--- config.mk ---
export PLATFORM = sky130hd
export DESIGN_NAME = stroke_cmd_gen
export DESIGN_NICKNAME = d
export VERILOG_FILES = /design/src/rtl/stroke_cmd_gen.sv
export SDC_FILE = /design/constraint.sdc
export NUM_CORES = 1
export LEC_CHECK = 0
export BUFFER_PORTS_ARGS = -buffer_cell sky130_fd_sc_hd__buf_2
export CAP_MARGIN = 20
export CORE_MARGIN = 2
export CORE_UTILIZATION = 40
export CTS_CLUSTER_SIZE = 28
export DETAILED_ROUTE_END_ITERATION = 7
export GPL_TIMING_DRIVEN = 0
export PLACE_DENSITY = 0.56
export SLEW_MARGIN = 25
export SYNTH_ARGS = -nofsm -noshare
export SYNTH_HDL_FRONTEND = slang
export SYNTH_SLANG_ARGS = --single-unit
--- constraint.sdc ---
create_clock -name clk_in -period 4.7 [get_ports clk_in]
set_input_delay 0.47 -clock clk_in [delete_from_list [all_inputs] [get_ports clk_in]]
set_output_delay 0.47 -clock clk_in [all_outputs]
set_load 0.05 [all_outputs]
--- src/rtl/stroke_cmd_gen.sv ---
// rtl/stroke_cmd_gen.sv - touch samples to clipped brush-rectangle draw commands
//
// Purpose: joins successive pen-down touch samples with Bresenham stepping and
// stamps a square brush at every STRIDE-th pixel (the endpoint always), each stamp
// issued as one clipped rectangle command. A clear request issues a single
// full-screen rectangle in BG_COLOR.
// Ports:
//   clk_in, rst_n_in                    clock, asynchronous active-low reset
//   pt_x_in, pt_y_in, pen_down_in,
//   color_in, pt_valid_in, pt_ready_out touch sample handshake
//   clear_in                            one-cycle clear request pulse
//   draw_ready_in                       display can accept a command
//   col1_out, col2_out, row1_out,
//   row2_out, color_out, valid_out      rectangle command, valid_out one cycle
module stroke_cmd_gen #(
  parameter int         WIDTH    = 240,
  parameter int         HEIGHT   = 320,
  parameter int         BRUSH_R  = 2,
  parameter int         STRIDE   = 1,
  parameter logic [2:0] BG_COLOR = 3'b111
) (
  input  logic       clk_in,
  input  logic       rst_n_in,
  input  logic [7:0] pt_x_in,
  input  logic [8:0] pt_y_in,
  input  logic       pen_down_in,
  input  logic [2:0] color_in,
  input  logic       pt_valid_in,
  output logic       pt_ready_out,
  input  logic       clear_in,
  input  logic       draw_ready_in,
  output logic [7:0] col1_out,
  output logic [7:0] col2_out,
  output logic [8:0] row1_out,
  output logic [8:0] row2_out,
  output logic [2:0] color_out,
  output logic       valid_out
);

  typedef enum logic [2:0] {S_IDLE, S_CLEAR, S_STEP, S_ISSUE, S_WAIT_ACK} state_t;

  localparam logic [7:0]        X_MAX       = 8'(WIDTH - 1);
  localparam logic [8:0]        Y_MAX       = 9'(HEIGHT - 1);
  localparam logic signed [9:0] R10         = 10'(BRUSH_R);
  localparam logic [7:0]        STRIDE_LAST = 8'(STRIDE - 1);

  state_t state, state_nxt;

  logic              have_last, clr_pend, is_clear, seen_low;
  logic [7:0]        last_x, cur_x, tgt_x, cap_x, step_x;
  logic [8:0]        last_y, cur_y, tgt_y, cap_y, step_y;
  logic [2:0]        stroke_color;
  logic [7:0]        stride_cnt;
  logic              sx, sy;
  logic signed [11:0] dx, dy, err, e2, step_err, ddx, ddy;
  logic              accept, same_pt, stride_hit, step_end, at_end;
  logic signed [9:0] xs, ys, x_lo, x_hi, y_lo, y_hi;
  logic [7:0]        brush_c1, brush_c2;
  logic [8:0]        brush_r1, brush_r2;

  assign cap_x      = (pt_x_in > X_MAX) ? X_MAX : pt_x_in;
  assign cap_y      = (pt_y_in > Y_MAX) ? Y_MAX : pt_y_in;
  assign accept     = pt_valid_in & pt_ready_out;
  assign same_pt    = (cap_x == last_x) && (cap_y == last_y);
  assign stride_hit = (stride_cnt == STRIDE_LAST);
  assign at_end     = (cur_x == tgt_x) && (cur_y == tgt_y);
  assign step_end   = (step_x == tgt_x) && (step_y == tgt_y);

  // Line setup: dx = |x1-x0|, dy = -|y1-y0| (all-octant error form).
  assign ddx = $signed({4'b0000, cap_x}) - $signed({4'b0000, last_x});
  assign ddy = $signed({3'b000, cap_y}) - $signed({3'b000, last_y});
  assign e2  = err <<< 1;

  always_comb begin
    step_x   = cur_x;
    step_y   = cur_y;
    step_err = err;
    if (e2 >= dy) begin
      step_err = step_err + dy;
      step_x   = sx ? cur_x + 8'd1 : cur_x - 8'd1;
    end
    if (e2 <= dx) begin
      step_err = step_err + dx;
      step_y   = sy ? cur_y + 9'd1 : cur_y - 9'd1;
    end
  end

  // Brush clipping in 10-bit signed so x-R / y+R never wrap at screen edges.
  always_comb begin
    xs       = $signed({2'b00, cur_x});
    ys       = $signed({1'b0, cur_y});
    x_lo     = xs - R10;
    x_hi     = xs + R10;
    y_lo     = ys - R10;
    y_hi     = ys + R10;
    brush_c1 = (x_lo < 10'sd0) ? 8'd0 : 8'(x_lo);
    brush_c2 = (x_hi > $signed({2'b00, X_MAX})) ? X_MAX : 8'(x_hi);
    brush_r1 = (y_lo < 10'sd0) ? 9'd0 : 9'(y_lo);
    brush_r2 = (y_hi > $signed({1'b0, Y_MAX})) ? Y_MAX : 9'(y_hi);
  end

  always_ff @(posedge clk_in or negedge rst_n_in) begin
    if (!rst_n_in) state <= S_IDLE;
    else           state <= state_nxt;
  end

  always_comb begin
    state_nxt = state;
    case (state)
      S_IDLE: begin
        if (clr_pend) state_nxt = S_CLEAR;
        else if (accept && pen_down_in)
          state_nxt = (!have_last || same_pt) ? S_ISSUE : S_STEP;
      end
      S_CLEAR:  state_nxt = S_ISSUE;
      S_STEP:   if (stride_hit || step_end) state_nxt = S_ISSUE;
      S_ISSUE:  if (draw_ready_in) state_nxt = S_WAIT_ACK;
      S_WAIT_ACK: begin
        // Require a low-then-high on draw_ready_in so one stamp is never issued twice.
        if (seen_low && draw_ready_in)
          state_nxt = (!is_clear && !at_end) ? S_STEP : S_IDLE;
      end
      default:  state_nxt = S_IDLE;
    endcase
  end

  always_comb begin
    pt_ready_out = rst_n_in && (state == S_IDLE) && !clr_pend && !clear_in;
  end

  always_ff @(posedge clk_in or negedge rst_n_in) begin
    if (!rst_n_in) begin
      have_last <= 1'b0; clr_pend <= 1'b0; is_clear <= 1'b0; seen_low <= 1'b0;
      last_x <= '0; last_y <= '0; cur_x <= '0; cur_y <= '0;
      tgt_x <= '0; tgt_y <= '0; stroke_color <= '0; stride_cnt <= '0;
      sx <= 1'b0; sy <= 1'b0; dx <= '0; dy <= '0; err <= '0;
      col1_out <= '0; col2_out <= '0; row1_out <= '0; row2_out <= '0;
      color_out <= '0; valid_out <= 1'b0;
    end else begin
      valid_out <= 1'b0;
      if (state == S_CLEAR) clr_pend <= clear_in;
      else if (clear_in)    clr_pend <= 1'b1;
      case (state)
        S_IDLE: begin
          if (accept) begin
            stroke_color <= color_in;
            if (!pen_down_in) begin
              have_last <= 1'b0;
            end else begin
              tgt_x      <= cap_x;
              tgt_y      <= cap_y;
              stride_cnt <= '0;
              if (!have_last || same_pt) begin
                cur_x <= cap_x;
                cur_y <= cap_y;
              end else begin
                cur_x <= last_x;
                cur_y <= last_y;
                sx    <= (cap_x > last_x);
                sy    <= (cap_y > last_y);
                dx    <= (ddx < 12'sd0) ? -ddx : ddx;
                dy    <= (ddy < 12'sd0) ? ddy : -ddy;
                err   <= ((ddx < 12'sd0) ? -ddx : ddx) + ((ddy < 12'sd0) ? ddy : -ddy);
              end
            end
          end
        end
        S_CLEAR: begin
          is_clear  <= 1'b1;
          have_last <= 1'b0;
        end
        S_STEP: begin
          cur_x <= step_x;
          cur_y <= step_y;
          err   <= step_err;
          if (!(stride_hit || step_end)) stride_cnt <= stride_cnt + 8'd1;
        end
        S_ISSUE: begin
          if (draw_ready_in) begin
            col1_out  <= is_clear ? 8'd0 : brush_c1;
            col2_out  <= is_clear ? X_MAX : brush_c2;
            row1_out  <= is_clear ? 9'd0 : brush_r1;
            row2_out  <= is_clear ? Y_MAX : brush_r2;
            color_out <= is_clear ? BG_COLOR : stroke_color;
            valid_out <= 1'b1;
            seen_low  <= 1'b0;
          end
        end
        S_WAIT_ACK: begin
          if (!draw_ready_in) begin
            seen_low <= 1'b1;
          end else if (seen_low) begin
            if (is_clear) begin
              is_clear <= 1'b0;
            end else if (!at_end) begin
              stride_cnt <= '0;
            end else begin
              last_x    <= tgt_x;
              last_y    <= tgt_y;
              have_last <= 1'b1;
            end
          end
        end
        default: ;
      endcase
    end
  end

endmodule

==> results.toml, run 1 <==
[routing]
ant_nets = 0
firstDrtPassIters = 7
drcViolationCount = 0
viasPerCell = 5.60
routed_wl_um = 32700
drt-wirelength-per-cell_um = 18.5
routed-via-count = 9868
drt_iter0_drc = 703

[grt]
grt_pass1_wl_um = 51600
overflow = 0
grt_start_max_net_pins = 87
grt_usage = 0.230
antenna_found_initial = 0
first_global_vias = 9380

[critical_path]
crit_fanout = 4
path_cells = "ha_1 > nand2_1 > nor2_1 > a211oi_4 > buf_4 > a41oi_4 > mux2_2 > ha_1 > fa_1 > a21o_1 > a21oi_2 > nor2b_1 > o21a_1 > o41a_1 > mux2i_1 > a21oi_1 > xnor2_1 > a41oi_1 > nand3_1"
crit_required_ns = 5.02
max_stage_delay_ns = 0.43
arrival_ns = 4.84
crit_path_top_delay_cell = "dfrtp_1"
critPathMostFrequentCell = "ha_1"
start_kind = "register"
cp-end-kind = "register"
crit_type = "register to register"

[finish]
fin_area_sq_um = 12600
seq_area_sq_um = 3600
diodes = 0
final_cells = 1763
area_delta_synth_final_pct = 14.1
multi_input_comb_area_sq_um = 6890
nets = 1534
fillCellCount = 2712
drive_gt1_frac = 0.113

[synth]
ys_warn_count = 0
ys_top_cells_by_area = "dfrtp_1 33%, ha_1 10%, nand2_1 5.7%, o21ai_0 5.1%, xnor2_1 4.8%"
synthMostInstantiatedCell = "nand2_1"
ys_seq_area_frac = 0.326
async_flop_share = 1.00
syn_nets = 1445
synth_flop_cell = "dfrtp_1"
ys_ff_latch = 144
netlist_instances = 1321
synth-edff-count = 0
syn_area_sq_um = 11000
synth.top_cell.area_share = 0.326
synth_top_area_cell = "dfrtp_1"
syn_avg_cell_area_sq_um = 8.36
synthDistinctLibCells = 75
synthTopCellsByCount = "169 x nand2_1, 144 x dfrtp_1, 112 x o21ai_0"

[timing]
fmax_mhz = 221
post-route-period-util = 0.961
rsz0062_at_grt = "yes"
setup_viol = 0
relSlewSlack = 0.469
whs_ns = 0.224
fin_crit_ns = 4.52
skew_ns = 0.0117
tightest_slew_ns = 0.793
maxSlewViolCount = 0
final_hold_viol_count = 0

[floorplan]
die_area_sq_um = 28900
initial_core_util = 0.408
dieHeight_um = 170
die_w_um = 170
core_area_sq_um = 27000
fp-row-count = 60
pin_count = 65

[power]
finalPower_w = 0.00857
p_per_area_nw_per_um2 = 680
leakage_nw = 5.69
vdd_ir_drop_max_v = 0.000278

[cts]
cts.clk_slew.worst_paths_ns = 0.06
cts_sinks = 144
clockRootBuffer = "clkbuf_16"
insertion_delay_ns = 0.44
clockBufferDepth = 2
cts_htree_levels = 4
cts_buffers = 17
cts_tree = "built"

[place]
portBuffers = 64
gp_congestion = 0.853
placedInstanceArea_sq_um = 11800
place_hpwl_um = 24900
dp_cells = 1727

[run]
maxCapViolCount = 0

[status]
status = "finished, final reports clean"

[hold_path]
hp-class = "primary input to register"
-- path summary, 6_finish.rpt --
path / start / to / slack, ns / cells after the start
worst max-delay path: err[10]$_DFFE_PN0P_ / err[10]$_DFFE_PN0P_ / 0.18 / 19
worst min-delay path: clear_in / clr_pend$_DFFE_PN0P_ / 0.22 / 2
worst max register to register: err[10]$_DFFE_PN0P_ / err[10]$_DFFE_PN0P_ / 0.18 / 19
worst min register to register: color_out[0]$_DFFE_PN0P_ / color_out[0]$_DFFE_PN0P_ / 0.46 / 2
max in group asynchronous: rst_n_in / cur_x[4]$_DFFE_PN0P_ / 3.28 / 3
min in group asynchronous: rst_n_in / dx[2]$_DFFE_PN0P_ / 0.57 / 2
-- through the flow --
step | utilization | TNS [ns] | worst slack (ns)
3_3_place_gp | 0.436 | -45.25 | -1.02
3_5_place_dp | 0.438 | -4.37 | -0.933
5_1_grt | 0.466 | -0.0591 | -0.0403
6_report | 0.466 | 0 | 0.183
2_1_floorplan | - | 0 | 0.133
4_1_cts | 0.464 | 0 | 0.0402
-- layer usage --
| layer | global-route usage | wire length (um) | vias to the layer above |
|---|---|---|---|
| li1 | - | - | 4813 |
| met1 | 0.335 | 16100 | 4773 |
| met2 | 0.358 | 14500 | 253 |
| met3 | 0.0379 | 1670 | 29 |
| met4 | 0.0543 | 414 | 0 |
| met5 | 0 | 0 | - |
-- flip-flops by register name, summed over array words and instances, names as in the netlist, 9 cells and up --
name,flops
last_y,9
err,11
row2_out,9
dy,12
cur_y,9
row1_out,9
tgt_y,9
dx,12
-- cell families (layout without fill, tap and decap cells) --
group / Yosys count / count (layout) / share of synthesized area
and+or+nand+nor: 439 / 439 / 0.185
AOI/OAI and AO/OA: 335 / 335 / 0.194
buffers and inverters: 158 / 259 / 0.0542
DFF: 144 / 144 / 0.326
xor gates and xnor gates: 100 / 100 / 0.0793
adders and majority gates: 99 / 99 / 0.117
muxes: 45 / 45 / 0.0441
other: 1 / 1 / 0.000340
-- where the power goes --
| part | leakage, nW | internal [W] | switching, W | total [W] |
|---|---|---|---|---|
| Sequential | 1.77 | 0.00159 | 0.000351 | 0.00194 |
| Clock | 0.322 | 0.00102 | 0.000575 | 0.00159 |
| Combinational | 3.59 | 0.00186 | 0.00317 | 0.00503 |
-- cell type report --
class | instances | share of cell area
multi-input combinational | 1019 | 0.547
sequential | 144 | 0.286
clock buffer | 20 | 0.0363
tap | 341 | 0.0339
timing repair buffer | 70 | 0.0316
inverter | 97 | 0.0289
buffer | 61 | 0.0195
clock inverter | 11 | 0.0167
-- cells in the final DEF, fill, tap and decap left out, types with 39 or more instances in the layout --
master,Yosys,final
nor2_1,103,101
xnor2_1,61,61
xor2_1,39,39
inv_1,96,96
nand2_1,169,169
clkbuf_1,58,56
buf_2,1,63
ha_1,91,91
a21oi_1,76,72
dfrtp_1,144,144
o21ai_0,112,108
-- repair_timing --
action,CTS,global route
hold buffers,1,0
resized for setup,12,16
setup buffers,1,3
pin swaps,2,6
endpoints found under the hold margin,20,0
setup endpoints to repair,6,7
-- critical path, delay by kind of cell, from the launching register on --
family / cells / cell delay (ns)
xor+xnor: 1 / 0.18
mux: 2 / 0.56
flops: 1 / 0.43
buf+inv: 1 / 0.17
compound gates: 8 / 1.67
simple gates: 4 / 0.43
fa+ha+maj: 3 / 0.96
No activity file was read; power rests on OpenSTA's default activity.
==> run 2: changes to the inputs <==
--- a/config.mk
+++ b/config.mk
@@ -5,11 +5,12 @@
 export SDC_FILE = /design/constraint.sdc
 export NUM_CORES = 1
 export LEC_CHECK = 0
+export ABC_CLOCK_PERIOD_IN_PS = 4700
 export BUFFER_PORTS_ARGS = -buffer_cell sky130_fd_sc_hd__buf_2
 export CAP_MARGIN = 20
 export CORE_MARGIN = 2
 export CORE_UTILIZATION = 40
-export CTS_CLUSTER_SIZE = 28
+export CTS_BUF_LIST = sky130_fd_sc_hd__clkbuf_8
 export DETAILED_ROUTE_END_ITERATION = 7
 export GPL_TIMING_DRIVEN = 0
 export PLACE_DENSITY = 0.56
==> run 2 against run 1 <==
Effect of this change:
- clock-buffer cell count is 1 lower
- flip-flop and latch count stayed put
- non-clock buffer count is 2 lower
- clock power is 23% lower
- combinational power hardly changed
- final area is 1.6% lower
- first-iteration DRC count is 1.3% lower
- maximum frequency hardly changed
- utilization is 0.76 points lower
- routed wire length is 0.44% lower
- critical path depth is 2 lower
- critical path type unchanged
- highest routed layer unchanged
==> results.toml, run 2 (synthesized netlist as in run 1, its figures left out) <==
[status]
status = "finished, final reports clean"

[place]
portBuffers = 64
place_hpwl_um = 24900
gp_congestion = 0.853
placedInstanceArea_sq_um = 11800

[finish]
area_delta_synth_final_pct = 12.3
drive_gt1_frac = 0.113
final_common_cell = "nand2_1"
final_util = 0.459
reg_top3 = "dx (12), dy (12), err (11)"
diodes = 0
layout_common_cells = "169 x nand2_1, 141 x dfrtp_1, 109 x o21ai_0"
fin_area_sq_um = 12400
nets = 1532

[critical_path]
path_cells = "ha_1 > buf_2 > a211oi_4 > a41oi_4 > mux2_2 > ha_1 > fa_1 > a21o_1 > a21oi_2 > nor2b_1 > o21a_1 > o41a_1 > mux2i_1 > a21oi_1 > xnor2_1 > a41oi_1 > nand3_1"
crit_required_ns = 5.07
max_stage_delay_ns = 0.44
arrival_ns = 4.89
cpLargestDelayFamily = "compound AO/OA/AOI/OAI gates"
start_kind = "register"
cp-end-kind = "register"
crit_fanout = 10
crit_path_top_delay_cell = "dfrtp_1"
critPathMostFrequentCell = "ha_1"
cp.buffers_inverters = 1
crit_type = "register to register"

[cts]
cts_buffers = 17
clockBufferDepth = 2
cts_sinks = 144
clockRootBuffer = "clkbuf_8"
cts_htree_levels = 4
insertion_delay_ns = 0.48
cts.clk_slew.worst_paths_ns = 0.09
cts_tree = "built"

[floorplan]
core_area_sq_um = 27000
fp-row-count = 60
die_w_um = 170
dieHeight_um = 170
pin_count = 65
initial_core_util = 0.408
die_area_sq_um = 28900

[timing]
post-route-period-util = 0.961
skew_ns = 0.0164
whs_ns = 0.183
final_hold_viol_count = 0
setup_viol = 0
tightest_slew_ns = 0.761
rsz0062_at_grt = "yes"
fin_crit_ns = 4.52
fmax_mhz = 221
final.setup.tns_ns = 0
relSlewSlack = 0.489
maxSlewViolCount = 0

[routing]
ant_nets = 0
drt-wirelength-per-cell_um = 18.5
routed-via-count = 9834
firstDrtPassIters = 5
drcViolationCount = 0
drt_iter0_drc = 694
viasPerCell = 5.58
routed_wl_um = 32500

[power]
leakage_nw = 5.59
p_per_area_nw_per_um2 = 661
vdd_ir_drop_max_v = 0.000254

[grt]
first_global_vias = 9379
grt_usage = 0.229
overflow = 0
grt_pass1_wl_um = 51100
antenna_found_initial = 0
grt_start_max_net_pins = 87

[hold_path]
hp-class = "primary input to register"

[run]
maxCapViolCount = 0
-- run 2: changes by cell type in the layout (fill, tap and decap cells not counted) --
cell	change
clkbuf_16	-17
clkbuf_8	+17
buf_4	-3
dfrtp_1	-3
dfrtp_2	+3
buf_2	+1
clkbuf_1	-1
inv_1	+1
o21ai_0	+1
o21ai_1	-1
-- run 2: final timing paths --
path                                                from                        to  slack [ns]  cells after the start
min in group asynchronous                       rst_n_in         dx[3]$_DFFE_PN0P_        0.52                      2
worst min register to register  color_out[0]$_DFFE_PN0P_  color_out[0]$_DFFE_PN0P_        0.46                      2
worst max-delay path                 err[10]$_DFFE_PN0P_       err[10]$_DFFE_PN0P_        0.18                     17
worst min-delay path                            clear_in      clr_pend$_DFFE_PN0P_        0.18                      2
max in group asynchronous                       rst_n_in      state[2]$_DFFE_PN0P_        3.38                      3
worst max register to register       err[10]$_DFFE_PN0P_       err[10]$_DFFE_PN0P_        0.18                     17
-- run 2: layer usage --
layer	GRT usage	part of all wire	up-vias
li1	-	-	4809
met1	0.332	0.50	4775
met2	0.355	0.44	221
met3	0.0428	0.047	29
met4	0.0498	0.014	0
met5	0	0	-
-- run 2: final cells by class --
class | count | area (sq um)
Clock inverter | 12 | 214
Tap cell | 341 | 427
Inverter | 97 | 364
Fill cell | 2720 | 14600
Sequential cell | 144 | 3610
Multi-Input combinational cell | 1019 | 6890
Clock buffer | 19 | 262
Buffer | 61 | 243
Timing Repair Buffer | 68 | 383
-- run 2: per-stage QoR --
step           setup slack [ns]  total power (W)  instances
2_1_floorplan             0.133          0.00564       1321
3_3_place_gp              -1.02          0.00681       1726
3_5_place_dp             -0.933          0.00689       1727
4_1_cts                  0.0172          0.00816       1761
5_1_grt                 -0.0339          0.00885       1761
6_report                  0.182          0.00819       1761
-- run 2: timing repair --
| action | CTS | global route |
|---|---|---|
| setup endpoints to repair | 6 | 8 |
| hold buffers | 1 | 0 |
| pin swaps | 2 | 6 |
| buffers inserted | 2 | 0 |
| hold endpoints to repair | 59 | 0 |
| resized for setup | 8 | 20 |
-- run 2: where the power goes --
group / total (W) / internal [W] / switching (W) / leakage, nW
registers: 0.00194 / 0.00159 / 0.000350 / 1.77
logic: 0.00502 / 0.00185 / 0.00316 / 3.58
clock network: 0.00123 / 0.000706 / 0.000524 / 0.239
total: 0.00819 / 0.00415 / 0.00404 / 5.59
